$ cat config.mk
export PLATFORM = sky130hd
export DESIGN_NAME = child_resp_collector
export DESIGN_NICKNAME = d
export VERILOG_FILES = /design/src/rtl/child_resp_collector.sv
export SDC_FILE = /design/constraint.sdc
export NUM_CORES = 1
export LEC_CHECK = 0
export CAP_MARGIN = 30
export CORE_AREA = 2 2 102 104
export CTS_CLUSTER_SIZE = 25
export DETAILED_ROUTE_END_ITERATION = 12
export DIE_AREA = 0 0 104 106
export PLACE_DENSITY = 0.82
export SYNTH_ARGS = -nofsm -noshare
export SYNTH_HDL_FRONTEND = slang
export SYNTH_SLANG_ARGS = --single-unit
export TNS_END_PERCENT = 20
$ cat constraint.sdc
create_clock -name clk -period 4.5 [get_ports clk]
set_input_delay 0.45 -clock clk [delete_from_list [all_inputs] [get_ports clk]]
set_output_delay 0.45 -clock clk [all_outputs]
set_load 0.02 [all_outputs]
$ cat src/rtl/child_resp_collector.sv
// Round-robin fan-in of NUM_CHILD valid/ready response streams into one tagged stream.
// A single registered output stage sustains one word per cycle.
module child_resp_collector #(
    parameter int NUM_CHILD = 5,
    parameter int DATA_W    = 16,
    parameter int IDX_W     = 3,
    parameter int CNT_W     = 16
) (
    input  logic                        clk,
    input  logic                        rst,
    input  logic [NUM_CHILD-1:0]        in_valid,
    output logic [NUM_CHILD-1:0]        in_ready,
    input  logic [NUM_CHILD*DATA_W-1:0] in_data,
    output logic                        out_valid,
    input  logic                        out_ready,
    output logic [DATA_W-1:0]           out_data,
    output logic [IDX_W-1:0]            out_idx,
    output logic [CNT_W-1:0]            xfer_count
);

    localparam logic [IDX_W:0]   NUM_LIM   = (IDX_W+1)'(NUM_CHILD);
    localparam logic [IDX_W-1:0] LAST_IDX  = IDX_W'(NUM_CHILD - 1);
    localparam logic [CNT_W-1:0] CNT_MAX   = {CNT_W{1'b1}};

    logic [IDX_W-1:0]     ptr_r;
    logic                 out_valid_r;
    logic [DATA_W-1:0]    out_data_r;
    logic [IDX_W-1:0]     out_idx_r;
    logic [CNT_W-1:0]     xfer_count_r;

    logic                 load_en_s;
    logic                 grant_vld_s;
    logic [IDX_W-1:0]     grant_idx_s;
    logic [DATA_W-1:0]    grant_data_s;
    logic [NUM_CHILD-1:0] in_ready_s;
    logic                 in_hs_s;
    logic                 out_hs_s;
    logic [IDX_W-1:0]     ptr_next_s;
    logic [IDX_W:0]       sum_s;
    logic [IDX_W:0]       wrap_s;

    assign load_en_s = !out_valid_r || out_ready;
    assign out_hs_s  = out_valid_r && out_ready;
    assign in_hs_s   = !rst && load_en_s && grant_vld_s;

    // Round-robin search from ptr; scanning far-to-near lets the nearest requester win
    always_comb begin
        grant_vld_s = 1'b0;
        grant_idx_s = '0;
        sum_s       = '0;
        wrap_s      = '0;
        for (int k = NUM_CHILD - 1; k >= 0; k--) begin
            sum_s = {1'b0, ptr_r} + (IDX_W+1)'(k);
            if (sum_s >= NUM_LIM) begin
                wrap_s = sum_s - NUM_LIM;
            end else begin
                wrap_s = sum_s;
            end
            grant_idx_s = in_valid[wrap_s[IDX_W-1:0]] ? wrap_s[IDX_W-1:0] : grant_idx_s;
            grant_vld_s = grant_vld_s | in_valid[wrap_s[IDX_W-1:0]];
        end
    end

    // Select the granted child's data word
    always_comb begin
        grant_data_s = '0;
        for (int i = 0; i < NUM_CHILD; i++) begin
            grant_data_s = (grant_idx_s == IDX_W'(i)) ? in_data[i*DATA_W +: DATA_W] : grant_data_s;
        end
    end

    // One-hot accept toward the granted child, suppressed during reset
    always_comb begin
        in_ready_s = '0;
        if (in_hs_s) begin
            in_ready_s[grant_idx_s] = 1'b1;
        end else begin
            in_ready_s = '0;
        end
    end

    // Pointer moves to the child after the one just granted
    always_comb begin
        ptr_next_s = ptr_r;
        if (grant_idx_s == LAST_IDX) begin
            ptr_next_s = '0;
        end else begin
            ptr_next_s = grant_idx_s + IDX_W'(1);
        end
    end

    // Output register and round-robin pointer
    always_ff @(posedge clk) begin
        if (rst) begin
            out_valid_r <= 1'b0;
            out_data_r  <= '0;
            out_idx_r   <= '0;
            ptr_r       <= '0;
        end else if (in_hs_s) begin
            out_valid_r <= 1'b1;
            out_data_r  <= grant_data_s;
            out_idx_r   <= grant_idx_s;
            ptr_r       <= ptr_next_s;
        end else if (out_hs_s) begin
            out_valid_r <= 1'b0;
        end
    end

    // Saturating count of delivered words
    always_ff @(posedge clk) begin
        if (rst) begin
            xfer_count_r <= '0;
        end else if (out_hs_s && (xfer_count_r != CNT_MAX)) begin
            xfer_count_r <= xfer_count_r + CNT_W'(1);
        end
    end

    assign in_ready   = in_ready_s;
    assign out_valid  = out_valid_r;
    assign out_data   = out_data_r;
    assign out_idx    = out_idx_r;
    assign xfer_count = xfer_count_r;

endmodule
# Yosys cells after proc, flatten, opt, wreduce, memory -nomap -nowiden
# Index checks and enable logic that the tools add are counted.
totals:
  out_inout_bits: 41
  in_bits: 88
  regBits: 39
  word_cells: 78
classes:
  reduce_logical: 10
  bitwise: 4
  add_sub_neg: 11
  eq_ne: 5
  magnitude_cmp: 12
  mux: 31
ops:
  columns: ["operator", "n"]
  rows:
  - ["$mux W16", 5]
  - ["$mux W3", 11]
  - ["$lt A3 B4 Y1 const B", 6]
  - ["$add A16 B1 Y16 const B", 1]
  - ["$ge A4 B3 Y1 const B", 4]
  - ["$ne A16 B16 Y1 const B", 1]
  - ["$bmux W1 S3", 5]
  - ["$sub A3 B3 Y3 const B", 5]
  - ["$add A3 B2 Y4 const B", 2]
  - ["$mux W1", 8]
  - ["$eq A3 B2 Y1 const B", 2]
  - ["$logic_and A1 B1 Y1", 5]
  - ["$mux W5", 1]
  - ["$add A3 B1 Y4 const B", 1]
  - ["$add A3 B3 Y4 const B", 1]
  - ["$or A1 B1 Y1", 4]
  - ["$add A3 B1 Y3 const B", 1]
  - ["$demux W1 S3", 1]
  - ["$eq A3 B1 Y1 const B", 1]
  - ["$eq A3 B3 Y1 const B", 1]
  - ["$ge A3 B1 Y1 const B", 1]
  - ["$ge A3 B3 Y1 const B", 1]
  - ["$logic_not A3 Y1", 1]
  - ["$logic_not A1 Y1", 2]
  - ["other kinds (2)", 2]

# Longest topological paths before layout
# Gate-level depths: netlist (run 1).
logic_depth:
  word_depth: 16
  depth_mapped: 24

# Worst setup path after synthesis (run 1)
# No wires, ideal clock.
synth_path:
  path_type: "reg-to-reg"
  start: "register ptr_r[0]"
  end: "register out_data_r[7] (netlist: out_data[7])"
  arrival_time_ns: 4.634
  setup_slack_ns: -0.262
  t_required_ns: 4.372
  period_less_slack_ns: 4.762
  stages_incl_launch_ff: 23
  n_path_buf: 4
  setup_time_ns: 0.128
  path_cell_list: "dfxtp_1 -> buf_4 -> inv_2 -> ha_1 -> inv_1 -> fa_1 -> nor2_4 -> mux4_2 -> o31ai_2 -> and4b_1 -> o41ai_4 -> buf_4 -> inv_2 -> ha_1 -> ha_1 -> clkbuf_1 -> clkbuf_1 -> nand2_1 -> o21ai_0 -> nand3_1 -> o311ai_0 -> o21ai_0 -> o211ai_2"
synth_via:
  elab_chain_len: 16
  word_cells_on_any_way: 49
synth_rtl:
  columns: ["item", "line", "source"]
  rows:
  - ["start, declared", "25", "logic [IDX_W-1:0] ptr_r;"]
  - ["start signal, assigned", "103", "ptr_r <= ptr_next_s;"]
  - ["$add A3 B3 Y4", "53", "sum_s = {1'b0, ptr_r} + (IDX_W+1)'(k);"]
  - ["$ge A4 B3 Y1 / $sub A3 B3 Y3 (equally long branches)", "54, 55", null]
  - ["$mux W3", "54", "if (sum_s >= NUM_LIM) begin"]
  - ["$bmux W1 S3", "59", "grant_idx_s = in_valid[wrap_s[IDX_W-1:0]] ? wrap_s[IDX_W-1:0] : grant_idx_s;"]
  - ["$mux W1 (implied by the code)", "59", null]
  - ["$mux W3 (4 in a row)", "59", null]
  - ["$mux W3 *", "59", null]
  - ["net grant_idx_s[0]", "33", "logic [IDX_W-1:0] grant_idx_s;"]
  - ["$logic_not A3 Y1", "68", "grant_data_s = (grant_idx_s == IDX_W'(i)) ? in_data[i*DATA_W +: DATA_W] : grant_data_s;"]
  - ["$mux W16 (4 in a row)", "68", null]
  - ["$mux W16 *", "68", null]
  - ["end signal, assigned", "101", "out_data_r <= grant_data_s;"]
  - ["end, declared", "27", "logic [DATA_W-1:0] out_data_r;"]
# Mark *: on every way through the listed nets, which the timed path passes. The rest lies on a longest branch. The select of a mux whose other input is x is not followed.
# A chain may end at the register's enable or synchronous reset.

# Worst setup path after layout (run 1)
layout_path:
  start: "register ptr_r[2]"
  end: "output port in_ready[1]"
layout_via:
  elab_chain_len: 15
  word_cells_on_any_way: 45
layout_rtl:
  columns: ["item", "line", "source"]
  rows:
  - ["$add A3 B3 Y4", "53", null]
  - ["$ge A4 B3 Y1 / $sub A3 B3 Y3 (equally long branches)", "54, 55", null]
  - ["$mux W3", "54", null]
  - ["$bmux W1 S3", "59, 60", null]
  - ["$mux W1 (implied by the code)", "59, 60", null]
  - ["$mux W3 (5 in a row)", "59", null]
  - ["$lt A3 B4 Y1 (implied by the code) / $ge A3 B1 Y1 (equally long branches)", "76", "in_ready_s[grant_idx_s] = 1'b1;"]
  - ["$logic_and A1 B1 Y1 (implied by the code)", "76", null]
  - ["$mux W1 (implied by the code)", "76", null]
  - ["$demux W1 S3", "76", null]
  - ["$mux W5 *", "75", "if (in_hs_s) begin"]
  - ["end, declared", "12", "output logic [NUM_CHILD-1:0] in_ready,"]
# Mark *: on every way between the ends. The rest lies on a longest branch, timed or not. The select of a mux whose other input is x is not followed.

==> results of run 1 <==
[repair_timing]
action                     CTS  global route
pin swaps                    1             5
setup endpoints to repair    5            19
resized for setup            5            21
setup buffers                0             1
[power by group through the flow]
stage	sequential (mW)	combinational (mW)	clock (mW)
floorplan	0.563	2.63	0
global route	0.502	4.26	0.268
CTS	0.490	3.78	0.257
detailed placement	0.495	3.75	0
global placement	0.495	3.64	0
finish	0.494	3.91	0.248
[flip-flops by register name, summed over array words and instances, names as in the netlist]
name,cells
out_data,16
out_idx,3
out_valid,1
ptr_r,3
xfer_count,16
[cell type report]
cell class / count / area [sq um] / share of cell area [%]
Clock inverter: 3 / 23.8 / 0.398
Clock buffer: 5 / 68.8 / 1.15
Sequential cell: 39 / 786 / 13.1
Multi-Input combinational cell: 508 / 3350 / 56.0
Tap cell: 136 / 170 / 2.85
Inverter: 10 / 40.0 / 0.670
Timing Repair Buffer: 157 / 1540 / 25.8
[worst min-delay path, cell delays in order, from the launching register on]
cell and delay (ps):
dfxtp_1 320, nand3_1 60, o211ai_1 70
[synthesized netlist by cell type, types with 10 or more instances]
cell | instances | area share, %
dfxtp_1 | 39 | 18
nor2_1 | 64 | 5.6
a21oi_1 | 61 | 7.1
o21ai_0 | 52 | 6.1
nand3_1 | 43 | 5.0
xor2_1 | 10 | 2.0
o311ai_0 | 16 | 3.3
ha_1 | 14 | 4.1
o211ai_1 | 12 | 2.1
o211a_1 | 16 | 3.7
nand3b_1 | 20 | 3.5
clkbuf_1 | 33 | 2.9
nand2_1 | 82 | 7.2
[how the worst min path moves through the flow]
stage	slack, ps	to	cells past startpoint
2_1_floorplan	550	out_idx[0]$_SDFFE_PP0P_	2
3_3_place_gp	460	out_idx[0]$_SDFFE_PP0P_	2
3_5_place_dp	480	out_data[1]$_SDFFE_PP0P_	2
4_1_cts	490	out_data[1]$_SDFFE_PP0P_	2
5_1_grt	520	out_data[2]$_SDFFE_PP0P_	2
6_report	490	out_data[14]$_SDFFE_PP0P_	2
[per-stage QoR]
step	util [%]	area (sq um)	worst slack, ps	hold WS, ps	setup TNS [ps]
2_1_floorplan	-	4300	41.2	553	0
3_3_place_gp	57.9	5790	187	460	0
3_5_place_dp	57.9	5790	88.4	482	0
4_1_cts	58.8	5880	-38.5	494	-38.5
5_1_grt	59.8	5980	-141	519	-320
6_report	59.8	5980	31.4	490	0
[kinds of logic after synthesis]
group | after synthesis | synth area share, %
buffers and inverters | 59 | 5.84
muxes | 12 | 4.27
xor gates and xnor gates | 16 | 3.27
DFF | 39 | 18.2
and+or+nand+nor | 258 | 29.8
AOI/OAI and AO/OA | 207 | 34.0
adders and majority gates | 15 | 4.56
[per-layer routing]
metal	global-route usage, %	vias up	routed length (um)
met2	45.3	250	7580
met4	11.6	0	476
met3	4.54	51	1050
li1	-	2460	-
met5	0	-	0
met1	31.2	2468	5950
==> results.toml, run 1 <==
[critical_path]
r2r_cells = 19
crit_end = "in_ready[1]"
r2r_end = "out_data[6]$_SDFFE_PP0P_"
crit_path_start = "ptr_r[2]$_SDFFE_PP0P_"
cp-end-kind = "output pin"
arrival_ps = 4020
path_cells = "buf_4 > nor2b_1 > nor4_4 > or3b_2 > a221o_1 > nand3b_1 > buf_8 > o31a_1 > nand3_4 > nor2_1 > clkdlybuf4s50_1"
crit_buf_inv = 3
crit_type = "register to output pin"
critPathLaunchType = "register"
crit_cells = 11
cp.required_ps = 4050
worstPathMaxFanout = 36
r2r-start = "ptr_r[1]$_SDFFE_PP0P_"
critical-path-top-delay-family = "simple AND/OR/NAND/NOR gates"
r2r_setup_slack_ps = 150
critical_path.max_stage_delay_ps = 630
cpMaxStageDelayCell = "clkdlybuf4s50_1"

[floorplan]
core_sq_mm = 0.0100
die_w_um = 104
start_util_pct = 42.8
die_y_um = 106
dieArea_sq_mm = 0.0110
ios = 129
rows = 37

[timing]
maxSlewViolCount = 0
max_slew.worst_pin.slew_ps = 760
fmax_mhz = 224
fin_crit_sh_pct = 99.3
fin_worst_skew_ps = 2.56
relSlewSlack_pct = 49.3
finalCriticalPeriod_ps = 4470
hold_violations = 0
rsz0062_at_grt = "yes"
setup_viol = 0

[pwr]
power.share.combinational_pct = 84.0
p_total_mw = 4.66
power.density_cell_area_mw_per_mm2 = 779
power_switching_mw = 2.49
intPower_mw = 2.17
netSwitchingFraction_pct = 53.4
p_leak_nw = 2.24
ir_drop_mv = 0.516
p_clk_share_pct = 5.3
power_frac_seq_pct = 10.6

[clock_network]
cts.htree.levels = 2
clk_pin_slew_ps = 80
clock_sinks = 39
cts_tree = "done"
cts_hold_buffers = 0
clock_path_buffers = 2
cts_buffers = 5
clock_latency_ps = 300
root_buffer = "clkbuf_8"

[grt]
antenna_found_initial = 0
grt_pass1_wl_mm = 24.0
grt_pass1_vias = 5163
grt_max_degree = 49
gr-total-overflow = 0
track_usage_pct = 25.9

[final_layout]
layout-drive-gt1-share_pct = 11.9
n_antenna_cell = 0
fin_cells = 858
fill_cells = 900
final_cell_mix = "clkdlybuf4s50_1, nand2_1, nor2_1, a21oi_1"
final_common_cell = "clkdlybuf4s50_1"
nets = 824
synthToLayoutAreaGrowth_pct = 39.6

[synthesis]
yosys_most_used_dff = "dfxtp_1"
ys_seq_area_share_pct = 18.2
synth_edf_count = 0
yosysWarnings = 0
synth-seq-cells = 39
synthDistinctLibCells = 77
synthArstFlopShare_pct = 0
synthCells = 606
synth_area_sq_mm = 0.00428
syn_area_per_cell_sq_um = 7.07
syn-num-nets = 709

[place]
dpl.cell_count = 849
dpl.hpwl_mm = 11.1
io_buffers = 128
place.gp.congestion = 0.954

[route]
vias_per_cell = 6.09
via_count = 5229
dr.pass1.iters = 6
drt_iter0_markers = 322
postRouteWirelength_mm = 15.1
routedWlPerCell_um = 17.5
drc = 0
antenna_left = 0

[min_path]
hp-class = "register to register"
min_from = "out_data[14]$_SDFFE_PP0P_"

[outcome]
status = "finished clean"

[job]
drv_cap = 0
No activity file was read; power rests on OpenSTA's default activity.
==> inputs of run 2 (changes only) <==
--- a/config.mk
+++ b/config.mk
@@ -6,11 +6,11 @@
 export NUM_CORES = 1
 export LEC_CHECK = 0
 export CAP_MARGIN = 30
-export CORE_AREA = 2 2 102 104
+export CORE_AREA = 2 2 97 99
 export CTS_CLUSTER_SIZE = 25
 export DETAILED_ROUTE_END_ITERATION = 12
-export DIE_AREA = 0 0 104 106
-export PLACE_DENSITY = 0.82
+export DIE_AREA = 0 0 99 101
+export PLACE_DENSITY = 0.86
 export SYNTH_ARGS = -nofsm -noshare
 export SYNTH_HDL_FRONTEND = slang
 export SYNTH_SLANG_ARGS = --single-unit
==> constraint.sdc (replaced) <==
create_clock -name clk -period 4.37 [get_ports clk]
set_input_delay 0.437 -clock clk [delete_from_list [all_inputs] [get_ports clk]]
set_output_delay 0.437 -clock clk [all_outputs]
set_load 0.02 [all_outputs]
==> run 2 against run 1 <==
  * Sequential power grew 2%
  * Final area grew 6.0%
  * First-iteration DRC count grew 74%
  * Worst hold slack gained 6.9 ps
  * Die area shrank 9.3%
  * Critical path type is now register to register
  * Highest routed layer unchanged
==> results.toml, run 2 (synthesized netlist as in run 1, its figures left out) <==
[floorplan]
die_y_um = 101
dieArea_sq_mm = 0.0100
ios = 129
die_w_um = 99
rows = 35
core_sq_mm = 0.00898
start_util_pct = 47.7

[final_layout]
nets = 870
final-seq-area_sq_um = 785
final_cell_mix = "clkdlybuf4s50_1, nand2_1, buf_4, nor2_1, a21oi_1"
n_antenna_cell = 0
multi_input_area_sq_mm = 0.00336
fill_cells = 730
final_common_cell = "clkdlybuf4s50_1"
layout-drive-gt1-share_pct = 17.8
synthToLayoutAreaGrowth_pct = 48.0

[route]
via_count = 5349
wl_met3_mm = 1.28
top_layer = "met4"
dr_wl_met2_mm = 7.39
routedWlPerCell_um = 18.3
dr.pass1.iters = 6
postRouteWirelength_mm = 16.1
drt_iter0_markers = 559
drc = 0
m1WireLength_mm = 6.81
antenna_left = 0
vias_per_cell = 6.09

[clock_network]
clock_sinks = 39
clk_pin_slew_ps = 90
cts_tree = "done"
root_buffer = "clkbuf_8"
clock_latency_ps = 310
cts_buffers = 5
cts_hold_buffers = 0
clock_path_buffers = 2
cts.htree.levels = 2

[grt]
gr-total-overflow = 0
track_usage_pct = 29.9
grt_pass1_vias = 4950
antenna_found_initial = 0
grt_pass1_wl_mm = 24.4
grt_max_degree = 45

[timing]
hold_violations = 0
fin_crit_sh_pct = 97.7
setup_viol = 0
maxSlewViolCount = 0
fmax_mhz = 234
relSlewSlack_pct = 60.0
finalCriticalPeriod_ps = 4270
rsz0062_at_grt = "yes"
max_slew.worst_pin.slew_ps = 600
tns_ps = 0
fin_worst_skew_ps = 7.20
setup_ws_ps = 101

[place]
place.gp.congestion = 0.969
io_buffers = 128
dpl.hpwl_mm = 12.2
preCtsSetupSlack_ps = -254

[min_path]
hp-class = "register to register"

[critical_path]
critPathLaunchType = "register"
worstPathMaxFanout = 29
arrival_ps = 4520
cp-end-kind = "register"
crit_type = "register to register"
cp.required_ps = 4620

[job]
drv_cap = 0

[pwr]
power.density_cell_area_mw_per_mm2 = 857
ir_drop_mv = 0.449
p_leak_nw = 2.50

[outcome]
status = "finished clean"
-- run 2: cell types whose count changed in the layout (fill, tap and decap cells not counted), sizes merged --
cell,before,now
buf,29,74
clkdlybuf4s50,125,123
clkbuf,5,6
dlygate4sd2,3,4
dlymetal6s2s,0,1
-- run 2: per-layer routing --
metal	global-route usage, %	vias up
li1	-	2562
met1	38.1	2462
met2	50.0	268
met3	4.92	57
met4	12.9	0
met5	0	-
-- run 2: worst max-delay path, stage by stage (launching register included) --
cell and delay [ps]:
dfxtp_2 370, inv_8 60, ha_1 170, inv_1 70, fa_2 420, nor2_4 110, mux4_2 570, or3_4 420
a221oi_2 300, o41a_2 190, buf_4 130, ha_1 190, buf_12 180, buf_4 140, a21oi_1 60, nor2_1 110
a21oi_1 60, o21ai_0 360, nand3b_1 140, o211ai_2 140
-- run 2: metrics by stage --
step / total power, mW / instance area, sq um / std cells / util (%) / hold WS, ps
global route: 5.78 / 6340 / 879 / 70.6 / 522
floorplan: 3.31 / 4320 / 606 / - / 553
detailed placement: 4.74 / 6090 / 868 / 67.9 / 464
CTS: 5.06 / 6210 / 876 / 69.1 / 497
finish: 5.43 / 6340 / 879 / 70.6 / 497
global placement: 4.66 / 6090 / 868 / 67.9 / 462
-- run 2: worst paths after layout --
check	startpoint	to	slack, ps	cells after the start
max	ptr_r[0]$_SDFFE_PP0P_	out_data[7]$_SDFFE_PP0P_	100	19
min	out_idx[1]$_SDFFE_PP0P_	out_idx[1]$_SDFFE_PP0P_	500	1
max reg2reg	ptr_r[0]$_SDFFE_PP0P_	out_data[7]$_SDFFE_PP0P_	100	19
min reg2reg	out_idx[1]$_SDFFE_PP0P_	out_idx[1]$_SDFFE_PP0P_	500	1
-- run 2: final cells by class --
type                            instances  share of cell area, %
Multi-Input combinational cell        508                   53.1
Timing Repair Buffer                  203                   30.2
Sequential cell                        39                   12.4
Tap cell                              111                   2.19
Clock buffer                            5                   1.09
Inverter                               10                  0.711
Clock inverter                          3                  0.375
-- run 2: what timing repair did --
action / in CTS / in global routing
gates resized for setup: 12 / 34
gates cloned: 0 / 1
setup buffers: 0 / 2
setup endpoints to repair: 12 / 21
pin swaps: 1 / 8
-- run 2: power by group --
group / internal, mW / switching, mW
clock network: 0.115 / 0.166
logic: 2.07 / 2.57
registers: 0.448 / 0.0568
total: 2.63 / 2.79
==> RTL change 1 (flow settings as in run 1) <==
The parameter `IDX_W` goes from 3 to 2.
--- a/src/rtl/child_resp_collector.sv
+++ b/src/rtl/child_resp_collector.sv
@@ -3,7 +3,7 @@
 module child_resp_collector #(
     parameter int NUM_CHILD = 5,
     parameter int DATA_W    = 16,
-    parameter int IDX_W     = 3,
+    parameter int IDX_W     = 2,
     parameter int CNT_W     = 16
 ) (
     input  logic                        clk,
Ports: changed (resized out_idx); port bits go from 129 to 128. No check against the original RTL was run, so the function may have changed too.
==> RTL change 1 against run 1 <==
  * Synthesized cell count decreased by 51%
  * Power is 54% lower
  * Non-clock buffer count shrank 40
  * Sequential cell count down 2
  * Final area shrank 38%
  * Area after synthesis fell by 43%
  * Wire length down 53%
  * Worst setup slack better by 0.30 ns
  * Sequential power shrank 12%
  * Fmax rose by 7.1%
  * First-iteration DRC count down 65%
  * Critical endpoint is now in_ready[3]
==> RTL change 1: results (changes against run 1) <==
metric,value,unit,change
Initial DRC Count,113,,-65%
share of layout cells above drive strength 1,10.6,%,-1.3 points
synth cell count leaders,"38 x nor2_1, 37 x dfxtp_1, 27 x nand3_1, 21 x a21oi_1, 19 x o21ai_2",,
register area share after synthesis,30.4,%,+12 points
Avg Vias per Cell,4.75,,-22%
Port Buffers,109,,-15%
first drt pass iteration count,4,,-2
post-CTS resize count,0,,-5
fill count,1054,,+17%
clk_lat worst skew,0.28,ns,-0.02 ns
Tot GR Track Use,13.0,%,-13 points
Leakage Power,0.00134,µW,-40%
largest net degree at the start of global routing,33,,-33%
post-DP HPWL,5740,µm,-48%
Clock Skews,0.00718,ns,+0.00462 ns
Top Family by Delay on Critical Path,buffers and inverters,,
reg2reg start,ptr_r[1],,
R2R cell count,16,,-3
outcome,finished clean,,
syn_nets,395,,-44%
final net count,493,,-40%
RD Place Congestion,0.857,,-10%
Worst VDD drop,264,µV,-49%
"reg-to-reg slack, setup",0.79,ns,+0.64 ns
wire length of the first global-routing pass,11900,µm,-50%
ranking of synthesized cells by area,"dfxtp_1 30%, o21ai_2 6.8%, nor2_1 5.9%",,
-- RTL change 1: cell types whose count changed after synthesis, sizes merged, moves of 16 or more --
cell | before | now
o211a | 16 | 0
a21oi | 61 | 21
o211ai | 20 | 0
nand2 | 82 | 13
nand3b | 20 | 0
clkbuf | 33 | 16
o311ai | 17 | 1
nor2 | 65 | 38
nand3 | 44 | 27
o21ai | 56 | 24
-- RTL change 1: layer usage --
layer / up-vias / part of all wire [%] / GRT usage [%]
li1: 1272 / - / -
met2: 91 / 52 / 24.8
met3: 9 / 5.1 / 2.45
met1: 1158 / 42 / 14.7
met4: 0 / 0.88 / 3.96
met5: - / 0 / 0
-- RTL change 1: metrics by stage --
stage	cell area, µm²	hold slack, ns	cells
2_1_floorplan	2440	0.510	298
3_3_place_gp	3600	0.461	525
3_5_place_dp	3600	0.462	525
4_1_cts	3680	0.473	533
5_1_grt	3690	0.503	533
6_report	3690	0.473	533
-- RTL change 1: worst max-delay path by stage --
stage | endpoint | slack (ns)
2_1_floorplan | in_ready[3] | 0.84
3_3_place_gp | in_ready[3] | 0.45
3_5_place_dp | in_ready[3] | 0.35
4_1_cts | in_ready[3] | 0.13
5_1_grt | in_ready[3] | 0.08
6_report | in_ready[3] | 0.33
-- RTL change 1: where the power goes --
group          total, µW  internal [µW]  switching, µW
clock network        223            107            116
logic               1470            624            843
registers            437            397           39.9
total               2130           1130            999
-- RTL change 1: cells by family after synthesis --
kind of cell             share of synthesized area, %
AO/OA/AOI/OAI                                    22.5
XOR/XNOR                                         4.31
adder cells (fa/ha/maj)                          4.62
buffers and inverters                            7.96
flip-flops                                       30.4
multiplexers                                     8.16
other                                           0.154
AND/OR/NAND/NOR                                  21.9
-- RTL change 1: worst reg2reg max path, stage by stage (launching register included) --
cell,delay (ns)
dfxtp_1,0.42
inv_1,0.14
ha_1,0.49
nand2_2,0.09
o21ai_2,0.13
mux4_2,0.60
nor2_1,0.13
o31a_1,0.21
inv_1,0.09
ha_1,0.22
buf_4,0.20
nor2_1,0.11
buf_4,0.22
a221oi_1,0.12
nor3_1,0.25
a21oi_1,0.11
o21ai_2,0.13
-- RTL change 1: area by class of cell --
class | instances | area [µm²] | area share (%)
Clock inverter | 2 | 10.0 | 0.271
Sequential cell | 37 | 741 | 20.1
Timing Repair Buffer | 117 | 1150 | 31.2
Multi-Input combinational cell | 225 | 1510 | 40.8
Inverter | 10 | 37.5 | 1.02
Tap cell | 136 | 170 | 4.61
Clock buffer | 6 | 72.6 | 1.97
==> RTL change 2 (config.mk and constraints of run 1) <==
Made on the original files. Reset style: asynchronous (`rst`), changed in 2 clocked blocks.
--- a/src/rtl/child_resp_collector.sv
+++ b/src/rtl/child_resp_collector.sv
@@ -90,7 +90,7 @@
     end
 
     // Output register and round-robin pointer
-    always_ff @(posedge clk) begin
+    always_ff @(posedge clk or posedge rst) begin
         if (rst) begin
             out_valid_r <= 1'b0;
             out_data_r  <= '0;
@@ -107,7 +107,7 @@
     end
 
     // Saturating count of delivered words
-    always_ff @(posedge clk) begin
+    always_ff @(posedge clk or posedge rst) begin
         if (rst) begin
             xfer_count_r <= '0;
         end else if (out_hs_s && (xfer_count_r != CNT_MAX)) begin
Check against the original RTL: differs if rst is asserted again (counterexample within 4 cycles, from zero or initial values and one cycle with rst high); with rst held inactive, the same outputs for 10 cycles.
==> RTL change 2 against run 1 <==
  * Wire length down 18%
  * Area after synthesis decreased by 7.9%
  * Worst setup slack better by 0.17 ns
  * First-iteration DRC count is 37% lower
  * Sequential cell count is the same
  * Final area is 7.0% lower
  * Critical path type unchanged
  * Critical endpoint is now in_ready[4]
  * Highest routed layer unchanged
Power is left out: the tool's default activity adds up to more than one toggle a clock period on the data nets, which glitch-free logic cannot reach.
==> RTL change 2: results (changes against run 1) <==
metric,value,unit,change
outcome,finished clean,,
clk_lat worst skew,0.29,ns,
ranking of synthesized cells by area,"dfrtp_1 25%, nand2_1 6.8%, a221oi_2 6.1%",,
number of global-route vias before repair,4269,,-17%
CP max stage delay,0.54,ns,-0.09 ns
"Reg clk slew, reported paths",0.08,ns,about the same
DR vias,4217,,-19%
Arrival @ worst endpoint,3.85,ns,-0.17 ns
Critical Path Fanout Max,9,,-75%
syn_nets,582,,-18%
CTS H-tree depth,2,,unchanged
Tot GR Track Use,22.4,%,-3.6 points
wire length of the first global-routing pass,20300,µm,-15%
Initial DRC Count,204,,-37%
Crit-path slowest cell,ha_1,,
actual slew at the worst max-slew pin,0.515,ns,-0.244 ns
CTS buffer count,5,,unchanged
initial antenna violation count,0,,unchanged
hold crit path type,flop to flop,,
die width,104,µm,unchanged
synth warn,0,,unchanged
first drt pass iteration count,5,,-1
post-DP HPWL,9640,µm,-13%
clock root cell,clkbuf_8,,
Max Buffers Root-to-Sink,2,,unchanged
Clock Skews,0.00542,ns,+0.00287 ns
synth cell count leaders,"71 x nand2_1, 39 x dfrtp_1, 33 x nor2_1, 28 x o21ai_0, 23 x nor2b_1",,
Post-synth ARST share,100,%,+100 points
ANT cells,0,,unchanged
"Distinct cells, synth",70,,-9.1%
drt total wl,12400,µm,-18%
dpl cells,733,,-14%
fin cells,743,,-13%
Port Buffers,128,,unchanged
fill count,941,,+4.6%
Top Family by Delay on Critical Path,buffers and inverters,,
RD Place Congestion,0.965,,+1.2%
largest net degree at the start of global routing,41,,-16%
final net count,709,,-14%
ys flop type,dfrtp_1,,
Post-Syn Instances,479,,-21%
share of layout cells above drive strength 1,13.5,%,+1.6 points
register area share after synthesis,24.7,%,+6.5 points
-- RTL change 2: cell types whose count changed after synthesis, moves of 20 or more --
cell	run 1	this run
a21oi_1	61	13
dfrtp_1	0	39
dfxtp_1	39	0
nand3_1	43	9
nor2_1	64	33
o21ai_0	52	28
clkbuf_1	33	10
nand3b_1	20	0
-- RTL change 2: per-stage QoR --
| stage | area [µm²] | worst slack [ns] |
|---|---|---|
| after global routing | 5560 | 0.0105 |
| after global placement | 5390 | 0.327 |
| after CTS | 5480 | 0.0117 |
| final | 5560 | 0.203 |
| after detailed placement | 5390 | 0.232 |
| after floorplan | 3950 | 0.0488 |
-- RTL change 2: final cells by class --
type / instances / area [µm²] / share of cell area (%)
Clock buffer: 6 / 72.6 / 1.31
Timing Repair Buffer: 155 / 1500 / 27.0
Sequential cell: 39 / 976 / 17.6
Inverter: 18 / 70.1 / 1.26
Clock inverter: 2 / 12.5 / 0.225
Tap cell: 136 / 170 / 3.06
Multi-Input combinational cell: 387 / 2760 / 49.6
-- RTL change 2: cell families (layout without fill, tap and decap cells) --
group | Yosys count | in the layout | synth area share, %
and+or+nand+nor | 218 | 218 | 28.5
AOI/OAI and AO/OA | 115 | 115 | 24.4
buffers and inverters | 53 | 181 | 7.11
DFF | 39 | 39 | 24.7
muxes | 22 | 22 | 6.54
xor gates and xnor gates | 17 | 17 | 3.78
adders and majority gates | 15 | 15 | 4.95
-- RTL change 2: layer usage --
layer / GRT usage [%] / part of all wire (%) / routed length, µm
met5: 0 / 0 / 0
met4: 9.56 / 3.0 / 373
met3: 3.31 / 6.5 / 803
met2: 40.5 / 51 / 6240
met1: 26.4 / 40 / 4940
-- RTL change 2: path summary, 6_finish.rpt --
| check | start | endpoint | slack (ns) | cells after the start |
|---|---|---|---|---|
| max in group asynchronous | rst | out_idx[2] | 3.51 | 3 |
| hold reg to reg | out_idx[0] | out_idx[0] | 0.49 | 2 |
| setup reg to reg | ptr_r[1] | out_data[15] | 0.23 | 18 |
| setup / recovery | ptr_r[1] | in_ready[4] | 0.20 | 11 |
| hold / removal | out_idx[0] | out_idx[0] | 0.49 | 2 |
| min in group asynchronous | rst | out_data[15] | 0.63 | 3 |
-- RTL change 2: timing repair --
action,4_1_cts,5_1_grt
buffers inserted,0,2
endpoints found under the setup margin,4,15
pin swaps,0,2
resized for setup,4,16
hold buffers,0,0
-- RTL change 2: worst register-to-register path: cells and delay by family (launching register included) --
| family | cells | cell delay [ns] |
|---|---|---|
| DFF | 1 | 0.37 |
| AOI/OAI and AO/OA | 5 | 1.15 |
| adders and majority gates | 4 | 0.99 |
| buffers and inverters | 4 | 0.51 |
| and+or+nand+nor | 5 | 1.16 |
